--- config.mk ---
export PLATFORM = sky130hd
export DESIGN_NAME = branch_resolver
export DESIGN_NICKNAME = d
export VERILOG_FILES = /design/src/rtl/br_pkg.sv /design/src/rtl/pred_queue.sv /design/src/rtl/branch_resolver.sv
export SDC_FILE = /design/constraint.sdc
export NUM_CORES = 1
export LEC_CHECK = 0
export ABC_CLOCK_PERIOD_IN_PS = 8400
export CORE_MARGIN = 2
export CORE_UTILIZATION = 28
export DETAILED_ROUTE_END_ITERATION = 6
export GPL_TIMING_DRIVEN = 0
export PLACE_DENSITY = 0.5
export SLEW_MARGIN = 5
export SYNTH_ARGS = -nofsm -noshare
export SYNTH_HDL_FRONTEND = slang
export SYNTH_SLANG_ARGS = --single-unit
export TNS_END_PERCENT = 100
--- constraint.sdc ---
create_clock -name CLK -period 8.4 [get_ports CLK]
set_input_delay 0.84 -clock CLK [delete_from_list [all_inputs] [get_ports CLK]]
set_output_delay 0.84 -clock CLK [all_outputs]
set_load 0.005 [all_outputs]
--- src/rtl/br_pkg.sv ---
// Shared encodings and types for the branch resolver and its prediction queue.
package br_pkg;

    typedef enum logic [2:0] {
        BR_NONE = 3'd0,
        BR_BEQ  = 3'd1,
        BR_BNE  = 3'd2,
        BR_BLEZ = 3'd3,
        BR_BGTZ = 3'd4,
        BR_BLTZ = 3'd5,
        BR_BGEZ = 3'd6,
        BR_J    = 3'd7
    } br_type_e;

    typedef struct packed {
        logic [31:0] pc;
        logic        taken;
        logic [31:0] target;
    } pred_entry_t;

    localparam logic [31:0] PC_STEP         = 32'd4;
    localparam logic [31:0] DELAY_SLOT_STEP = 32'd8;

endpackage

--- src/rtl/pred_queue.sv ---
// In-order FIFO of IF-stage predictions; whole-queue flush and sticky overflow on dropped push.
module pred_queue
    import br_pkg::*;
#(
    parameter int DEPTH = 4,
    parameter int PTR_W = 2
) (
    input  logic        clk,
    input  logic        rst_n,
    input  logic        push,
    input  logic        pop,
    input  logic        flush,
    input  pred_entry_t wr_entry,
    output pred_entry_t rd_entry,
    output logic        full,
    output logic        empty,
    output logic        overflow
);

    localparam logic [PTR_W:0] FULL_CNT = (PTR_W + 1)'(DEPTH);

    pred_entry_t      mem [DEPTH];
    logic [PTR_W-1:0] wr_ptr;
    logic [PTR_W-1:0] rd_ptr;
    logic [PTR_W:0]   count;
    logic             pop_ok;
    logic             push_ok;

    assign empty    = (count == '0);
    assign full     = (count == FULL_CNT);
    assign rd_entry = mem[rd_ptr];
    assign pop_ok   = pop & ~empty & ~flush;
    // A full queue still accepts a push when the head leaves in the same cycle.
    assign push_ok  = push & ~flush & (~full | pop_ok);

    always_ff @(posedge clk or negedge rst_n) begin
        if (!rst_n) begin
            wr_ptr   <= '0;
            rd_ptr   <= '0;
            count    <= '0;
            overflow <= 1'b0;
        end else if (flush) begin
            wr_ptr <= '0;
            rd_ptr <= '0;
            count  <= '0;
        end else begin
            if (push_ok) wr_ptr <= wr_ptr + PTR_W'(1);
            if (pop_ok)  rd_ptr <= rd_ptr + PTR_W'(1);
            count <= count + (PTR_W + 1)'(push_ok) - (PTR_W + 1)'(pop_ok);
            if (push & ~push_ok) overflow <= 1'b1;
        end
    end

    always_ff @(posedge clk) begin
        if (push_ok) mem[wr_ptr] <= wr_entry;
    end

endmodule

--- src/rtl/branch_resolver.sv ---
// ID-stage branch resolution against queued BTB predictions; drives BTB update, flush and redirect.
// Optional BRANCH_RESOLVER_STATS_EN adds branch and mispredict counters.
module branch_resolver
    import br_pkg::*;
#(
    parameter int DEPTH = 4,
    parameter int PTR_W = 2
) (
    input  logic        CLK,
    input  logic        RESET,
    input  logic        STALL,
    input  logic        Valid_IN_IF,
    input  logic [31:0] Instr_PC_IN_IF,
    input  logic        Pred_Taken_IN_IF,
    input  logic [31:0] Pred_Target_IN_IF,
    input  logic        Valid_IN_ID,
    input  logic [31:0] Instr_PC_IN_ID,
    input  logic [2:0]  Br_Type_IN_ID,
    input  logic [31:0] Rs_IN_ID,
    input  logic [31:0] Rt_IN_ID,
    input  logic [25:0] Imm_IN_ID,
    output logic        is_Branch_OUT,
    output logic        is_Taken_OUT,
    output logic [31:0] Alt_PC_OUT,
    output logic [31:0] Instr_PC_OUT,
    output logic        FLUSH_OUT,
    output logic [31:0] Redirect_PC_OUT,
    output logic        Q_Overflow_OUT
`ifdef BRANCH_RESOLVER_STATS_EN
    ,
    output logic [31:0] Br_Count_OUT,
    output logic [31:0] Mispred_Count_OUT
`endif
);

    function automatic logic br_taken(input br_type_e typ,
                                      input logic signed [31:0] rs,
                                      input logic signed [31:0] rt);
        case (typ)
            BR_BEQ:  return rs == rt;
            BR_BNE:  return rs != rt;
            BR_BLEZ: return rs <= 32'sd0;
            BR_BGTZ: return rs >  32'sd0;
            BR_BLTZ: return rs[31];
            BR_BGEZ: return ~rs[31];
            BR_J:    return 1'b1;
            default: return 1'b0;
        endcase
    endfunction

    function automatic logic [31:0] br_target(input br_type_e typ,
                                              input logic [31:0] pc4,
                                              input logic [25:0] imm);
        logic signed [31:0] off;
        off = {{14{imm[15]}}, imm[15:0], 2'b00};
        if (typ == BR_J) return {pc4[31:28], imm, 2'b00};
        return pc4 + off;
    endfunction

    br_type_e           br_type;
    logic signed [31:0] rs_s;
    logic signed [31:0] rt_s;
    logic [31:0]        pc4;
    logic [31:0]        target;
    logic               act_taken;
    pred_entry_t        head;
    pred_entry_t        wr_entry;
    logic               q_empty;
    logic               q_full;
    logic               head_match;
    logic               pred_taken;
    logic [31:0]        pred_target;
    logic               resolve;
    logic               flush_now;
    logic [31:0]        redirect;
    logic               push;
    logic               pop;

    assign br_type   = br_type_e'(Br_Type_IN_ID);
    assign rs_s      = Rs_IN_ID;
    assign rt_s      = Rt_IN_ID;
    assign pc4       = Instr_PC_IN_ID + PC_STEP;
    assign target    = br_target(br_type, pc4, Imm_IN_ID);
    assign act_taken = br_taken(br_type, rs_s, rt_s);

    // Without a matching head entry the fetch went down the fall-through path.
    assign head_match  = ~q_empty & (head.pc == Instr_PC_IN_ID);
    assign pred_taken  = head_match & head.taken;
    assign pred_target = head_match ? head.target : pc4;

    assign resolve   = Valid_IN_ID & ~STALL & (br_type != BR_NONE);
    assign flush_now = resolve & ((pred_taken ^ act_taken) |
                                  (pred_taken & act_taken & (pred_target != target)));
    assign redirect  = act_taken ? target : Instr_PC_IN_ID + DELAY_SLOT_STEP;

    assign pop      = Valid_IN_ID & ~STALL & head_match;
    assign push     = Valid_IN_IF & ~STALL & ~flush_now;
    assign wr_entry = '{pc: Instr_PC_IN_IF, taken: Pred_Taken_IN_IF, target: Pred_Target_IN_IF};

    pred_queue #(
        .DEPTH (DEPTH),
        .PTR_W (PTR_W)
    ) u_queue (
        .clk      (CLK),
        .rst_n    (RESET),
        .push     (push),
        .pop      (pop),
        .flush    (flush_now),
        .wr_entry (wr_entry),
        .rd_entry (head),
        .full     (q_full),
        .empty    (q_empty),
        .overflow (Q_Overflow_OUT)
    );

    // ID -> output register stage
    always_ff @(posedge CLK or negedge RESET) begin
        if (!RESET) begin
            is_Branch_OUT   <= 1'b0;
            FLUSH_OUT       <= 1'b0;
            is_Taken_OUT    <= 1'b0;
            Alt_PC_OUT      <= '0;
            Instr_PC_OUT    <= '0;
            Redirect_PC_OUT <= '0;
        end else begin
            is_Branch_OUT <= resolve;
            FLUSH_OUT     <= flush_now;
            if (resolve) begin
                is_Taken_OUT <= act_taken;
                Alt_PC_OUT   <= target;
                Instr_PC_OUT <= Instr_PC_IN_ID;
            end
            if (flush_now) Redirect_PC_OUT <= redirect;
        end
    end

`ifdef BRANCH_RESOLVER_STATS_EN
    always_ff @(posedge CLK or negedge RESET) begin
        if (!RESET) begin
            Br_Count_OUT      <= '0;
            Mispred_Count_OUT <= '0;
        end else begin
            Br_Count_OUT      <= Br_Count_OUT + 32'(is_Branch_OUT);
            Mispred_Count_OUT <= Mispred_Count_OUT + 32'(FLUSH_OUT);
        end
    end
`endif

endmodule

* Word-level counts from Yosys, hierarchy flattened
Memories as Yosys holds them, arrays and structs flattened. Index checks and enable logic that the tools add are counted.
Storage, ports and cells: memory bits (writable) 260, bits of input ports 195, memories kept 1, bits in registers 107, logic and storage cells 74, output and inout bits 100
Memories:
- u_queue.mem | depth 4, bits a word 65, read ports 1, clocked after Yosys merged registers in 0, write ports 1, line pred_queue.sv:22 | pred_entry_t mem [DEPTH];
Operators by class: multiplexer cells 13, eq/ne operators 12, add/sub/neg operators 7, $lt $le $gt $ge 2, bitwise operators 24, reduce and logical (&&, ||, !) cells 5
Operators with widths (number):
- $mux 32 | 4
- $eq 32x32->1 | 2
- $ne 32x32->1 | 2
- $add 32x3->32 const B | 1
- $add 32x32->32 | 1
- $add 32x4->32 const B | 1
- $gt 32x1->1 const B | 1
- $le 32x1->1 const B | 1
- $and 1x1->1 | 15
- $eq 3x3->1 const B | 5
- $mux 2 | 4
- $pmux 1 s7 | 1
- $eq 3x2->1 const B | 2
- $not 1->1 | 6
- $add 2x1->2 const B | 2
- $reduce_bool 2->1 | 2
- $add 3x1->3 | 1
- $eq 3x1->1 const B | 1
- $logic_not 3->1 | 1
- $mux 1 | 3
- $mux 3 | 1
- $reduce_bool 3->1 | 1
- $sub 3x1->3 | 1
- $or 1x1->1 | 2
- 2 further kinds | 2

* Logic depth before layout (Yosys ltp)
depth in word-level cells 15, depth in mapped cells 31, depth with buffers taken out 28

* Hierarchy
Synthesis repeated with hierarchy kept, for this count alone.
Second synthesis, totals: cell total of the unflattened synthesis 1473, area total of the unflattened synthesis 18975.7 um^2
Modules (own cells, without submodules):
- pred_queue | cells each 386, area an instance 9904.5 um^2, instances 1, sequential area each 8007.7 um^2
- branch_resolver | cells each 1087, area an instance 9071.2 um^2, instances 1, sequential area each 2477.4 um^2

* Worst setup path before layout
OpenSTA, ideal clock, no wires.
path type input-to-reg, start input port Instr_PC_IN_ID[3], end memory u_queue.mem[0][0] (netlist bit), enable pin, stages on the path 20, path buffers 2, library setup time 0.430 ns, required time 7.970 ns, arrival time 7.264 ns, setup slack 0.706 ns, cells stage by stage ha_1 -> and4_1 -> clkbuf_1 -> nand3_1 -> or3_1 -> xnor2_1 -> ha_1 -> clkbuf_1 -> nand2_1 -> nor2_1 -> nand2_1 -> o31ai_1 -> nor4_1 -> a311oi_1 -> xnor2_1 -> or4b_2 -> a221o_1 -> or4_4 -> o21ai_4 -> and3_1
Between the ends: cells in the longest elaborated chain, start to end 13, elaborated cells between the ends (all ways) 24, classes of those cells 2 x add/sub; 2 x eq/ne; 5 x mux; 15 x bitwise
RTL lines:
- start: declaration | line branch_resolver.sv:17 | input logic [31:0] Instr_PC_IN_ID,
- $add 32x3->32 or $eq 32x32->1 (tied branches) | line branch_resolver.sv:82, branch_resolver.sv:87
- $add 32x32->32 (tied with other cells) | line branch_resolver.sv:57 | return pc4 + off;
- $mux 32 (tied with other cells) | line branch_resolver.sv:57
- $ne 32x32->1 or $and 1x1->1 (tied branches) | line branch_resolver.sv:93 | (pred_taken & act_taken & (pred_target != target)));
- $and 1x1->1 | line branch_resolver.sv:93
- $or 1x1->1 | line branch_resolver.sv:92 | assign flush_now = resolve & ((pred_taken ^ act_taken) |
- $and 1x1->1 | line branch_resolver.sv:92
- $not 1->1 (no source line)
- $and 1x1->1, on equally long branches | line branch_resolver.sv:97, pred_queue.sv:32
- $and 1x1->1 or $or 1x1->1 (tied branches) | line pred_queue.sv:34 | assign push_ok = push & ~flush & (~full | pop_ok);
- $and 1x1->1 (*) | line pred_queue.sv:34
- $mux 1 (*) | line pred_queue.sv:55 | if (push_ok) mem[wr_ptr] <= wr_entry;
- $mux 1 (not written as such) (*) | line pred_queue.sv:55
- end: declaration | line pred_queue.sv:22
Every way passes the cells marked *; elsewhere a longest branch is shown, timed or not. The select of a mux whose other input is x is not followed.

* Final worst setup path
start input port Instr_PC_IN_ID[3], end register u_queue.count[2]
Between the ends: cells in the longest elaborated chain, start to end 14, elaborated cells between the ends (all ways) 25, classes of those cells 4 x add/sub; 2 x eq/ne; 4 x mux; 15 x bitwise
RTL lines:
- $add 32x3->32 or $eq 32x32->1 (tied branches) | line branch_resolver.sv:82, branch_resolver.sv:87
- $add 32x32->32 (tied with other cells) | line branch_resolver.sv:57
- $mux 32 (tied with other cells) | line branch_resolver.sv:57
- $ne 32x32->1 or $and 1x1->1 (tied branches) | line branch_resolver.sv:93
- $and 1x1->1 | line branch_resolver.sv:93
- $or 1x1->1 (*) | line branch_resolver.sv:92
- $and 1x1->1 (*) | line branch_resolver.sv:92
- named net flush_now | line branch_resolver.sv:74 | logic flush_now;
- $not 1->1 (no source line)
- $and 1x1->1, on equally long branches | line branch_resolver.sv:97, pred_queue.sv:32
- $and 1x1->1 or $or 1x1->1 (tied branches) | line pred_queue.sv:34
- $and 1x1->1 | line pred_queue.sv:34
- $add 3x1->3 | line pred_queue.sv:49 | count <= count + (PTR_W + 1)'(push_ok) - (PTR_W + 1)'(pop_ok);
- $sub 3x1->3 | line pred_queue.sv:49
- $mux 3 (*) | line pred_queue.sv:42 | end else if (flush) begin
- end signal: assignment | line pred_queue.sv:49
- end: declaration | line pred_queue.sv:25 | logic [PTR_W:0] count;
The timed path passes the listed nets; every way through them passes the cells marked *. The select of a mux whose other input is x is not followed. A chain may end at the register's enable or synchronous reset.

==> metrics <==
critical path data required time just under 9 ns; vias 14,790; Power Dens Cells 216.2 mW/mm²; clock-pin slew on the worst setup and hold paths around 0.060 ns; antenna-violating nets left 0; Fmax achieved 123.7 MHz; Clock Path Buffers 3; most frequent CP cell ha_1; Mapped Nets 1,855; grt ovf 0; final setup fails 0; Post-DP Area 0.02339 mm²; Syn Inst Count approximately 1,600; area of the multi-input gates 0.008610 mm²; Port Buf Inserts ~270; Max-slew headroom approximately a fifth; nets roughly 2,200; P&R area growth vs syn 29.65%; Setup CP Type primary input to register; Max rail drop VDD between 0.0001 and 0.00015 V; Die Width about 270 µm; RSZ-0062 raised after global routing false; top cell type's share of synthesized area between 40% and 50%; wl on met1 31,350 µm; Core Rows between 90 and 100; Initial DRC Count about 1,300; CP Max Fanout 10; crit path DAT between 8 and 9 ns; HPWL after DPL 55,450 µm; Hold Vio Cnt, Final 0; worst hold slack about 0.16 ns; Slowest cell on crit path a211oi_4; Skew-Pair Late Insertion Delay approximately 0.58 ns; vias in the first global route about 14,000; max_cap viols 0; Hold WC Path Type primary input to asynchronous set/reset pin; cts hold-fix bufs 0; total global-route track usage 19.71%; initial antenna violation count 8; final wirelength around 72,000 µm; CTS H-tree lvls 2; Setup Skew 0.03081 ns; Finished Layout Cells just under 3,000; Final Cell Area about 0.025 mm²; Internal about 0.0039 W; maximum number of pins on one net before global-route repair 80; Final Power roughly 0.0054 W; # clock sinks approximately 370; Pre-Repair DR Iteration Count 5; routability cong. around 0.9; total CTS buffers around 40; clock share of power 33.1%; Fillers ~6,700; Critical Path Max Stage Delay between 0.6 and 0.7 ns; top cell type by total area after synthesis edfxtp_1; Reg power frac between 40% and 50%; EDFF count, synth 260; vias per inst between 5 and 6; synth top area cells edfxtp_1, dfrtp_1, mux4_2, xnor2_1, nand2_1; async set or reset register ratio after synthesis 29.16%; share of layout cells above drive strength 1 around an eighth; Slew Limit Fails 0; Post-Syn Area 0.01937 mm²; Syn Area/Cell between 10 and 15 µm²; Ys Warns 0; status finished clean; #FFs+latches synth about 370; DIE AREA 0.07129 mm²; critical path launch point type primary input; sequential area share after synthesis between 50% and 60%; CTS tree yes; post-route setup TNS 0 ns; Comb power frac 24.4%; Leak around 9 nW; met2 routed WL around 33,000 µm; Root Driver clkbuf_16; core area between 0.06 and 0.07 mm²; I/O pins around 300; Synth Flop Type edfxtp_1; Critical path buffers and inverters 5; Storage cell area ~0.010 mm²; Tcrit/Tclk final 96.21%; # DRC 0; Placed Cells ~2,800; Die Ht 267 µm; Net Switching 0.001577 W; WL met3 approximately 5600 µm; worst slew pin tran approximately 1.2 ns; Critical Path End Type register; Largest delay share family, worst path simple AND/OR/NAND/NOR gates; wire length of the first global-routing pass between 100,000 and 150,000 µm; post-synth cell types between 70 and 80; WL/cell between 20 and 25 µm; Initial Util between 20% and 30%; uppermost layer routed met5; sw frac between 20 and 30%; minimum clock period 8.082 ns
[kinds of logic (layout without fill, tap and decap cells)]
kind of cell               Yosys count  count (layout)  synth area share (%)
AOI/OAI and AO/OA                  282             282                 9.342
xor gates and xnor gates           170             170                 7.759
adders and majority gates           40              40                 2.662
buffers and inverters              123             487                 2.726
DFF                                367             367                 54.14
muxes                              142             142                 11.37
other                                0               2                     0
and+or+nand+nor                    496             496                 12.00
[worst paths after layout]
check                             startpoint          endpoint  slack, ns  cells past startpoint
setup reg to reg           u_queue.rd_ptr[0]  u_queue.count[2]       1.47                     23
hold / removal                         RESET   Instr_PC_OUT[4]       0.16                      1
min in group CLK             Instr_PC_OUT[4]   Instr_PC_OUT[4]       0.48                      2
hold reg to reg              Instr_PC_OUT[4]   Instr_PC_OUT[4]       0.48                      2
setup / recovery           Instr_PC_IN_ID[3]  u_queue.count[2]       0.32                     29
max in group asynchronous              RESET    Alt_PC_OUT[16]       7.49                      2
[synthesized netlist by cell type, drive strengths merged, types with 31 or more instances]
master  instances
edfxtp        260
nand2         235
xnor2         120
dfrtp         107
o21ai          99
nor2           68
clkbuf         65
mux2i          58
a21oi          52
mux4           50
xor2           49
ha             38
nand3          37
mux2           34
nand4          32
nor3           31
[per-layer routing]
layer | vias up | global-route usage (%)
met4 | 10 | 6.043
li1 | 6711 | -
met2 | 579 | 31.22
met1 | 7389 | 26.64
met5 | - | 0
met3 | 103 | 4.714
[state kept, by name, summed over array words and instances (netlist names)]
signal            flops
u_queue.overflow      1
Redirect_PC_OUT      32
u_queue.mem         260
Instr_PC_OUT         32
is_Taken_OUT          1
Alt_PC_OUT           32
is_Branch_OUT         1
FLUSH_OUT             1
u_queue.rd_ptr        2
u_queue.count         3
u_queue.wr_ptr        2
[power groups by stage]
| stage | Sequential, W | Clock (W) | Combinational (W) |
|---|---|---|---|
| 3_3_place_gp | 0.00236 | 0 | 0.00125 |
| 5_1_grt | 0.00233 | 0.00191 | 0.00142 |
| 3_5_place_dp | 0.00234 | 0 | 0.00128 |
| 6_report | 0.00231 | 0.00180 | 0.00132 |
| 4_1_cts | 0.00231 | 0.00183 | 0.00130 |
| 2_1_floorplan | 0.00232 | 0 | 0.000603 |
[cells in the final DEF (no fill, tap or decap), drive strengths merged, types with 34 or more instances in the layout]
cell,n
dfrtp,107
clkbuf,121
clkdlybuf4s50,266
ha,38
buf,52
xor2,49
xnor2,120
edfxtp,260
nand2,235
a21oi,52
nand3,37
nor2,68
mux4,50
mux2,34
mux2i,58
o21ai,99
[repair_timing]
item                       in CTS  in global routing
resized for setup              25                 27
pin swaps                       2                  4
buffers inserted                8                  9
setup endpoints to repair     300                  3
[area by class of cell]
class | instances | share of cell area (%)
antenna | 2 | 0.01993
buffer | 90 | 1.614
clock buffer | 60 | 4.988
inverter | 29 | 0.4335
sequential | 367 | 41.76
clock inverter | 15 | 0.4584
timing repair buffer | 293 | 11.80
tap | 931 | 4.639
multi-input combinational | 1130 | 34.29
[worst reg2reg max path, cell delays in order (launching register included)]
cell	delay (ns)
dfrtp_1	0.48
buf_6	0.24
buf_4	0.25
buf_2	0.38
buf_2	0.44
buf_2	0.44
buf_2	0.42
mux4_2	0.59
nor2b_1	0.15
ha_1	0.29
or3_1	0.38
or4_4	0.53
o21ai_4	0.31
inv_2	0.16
buf_2	0.24
nor3_1	0.24
ha_1	0.28
inv_1	0.06
ha_1	0.13
inv_1	0.05
fa_1	0.37
xor2_1	0.18
xnor2_1	0.14
nor2_1	0.05
[metrics by stage]
step                      setup WS (ns)  util (%)
after CTS                      0.007089     36.34
after global routing            0.01352     36.60
after global placement           -3.651     33.89
after detailed placement         -2.159     34.11
after floorplan                  0.7060         -
final                            0.3180     36.61
Note: power is estimated with default switching activity, not from simulation.
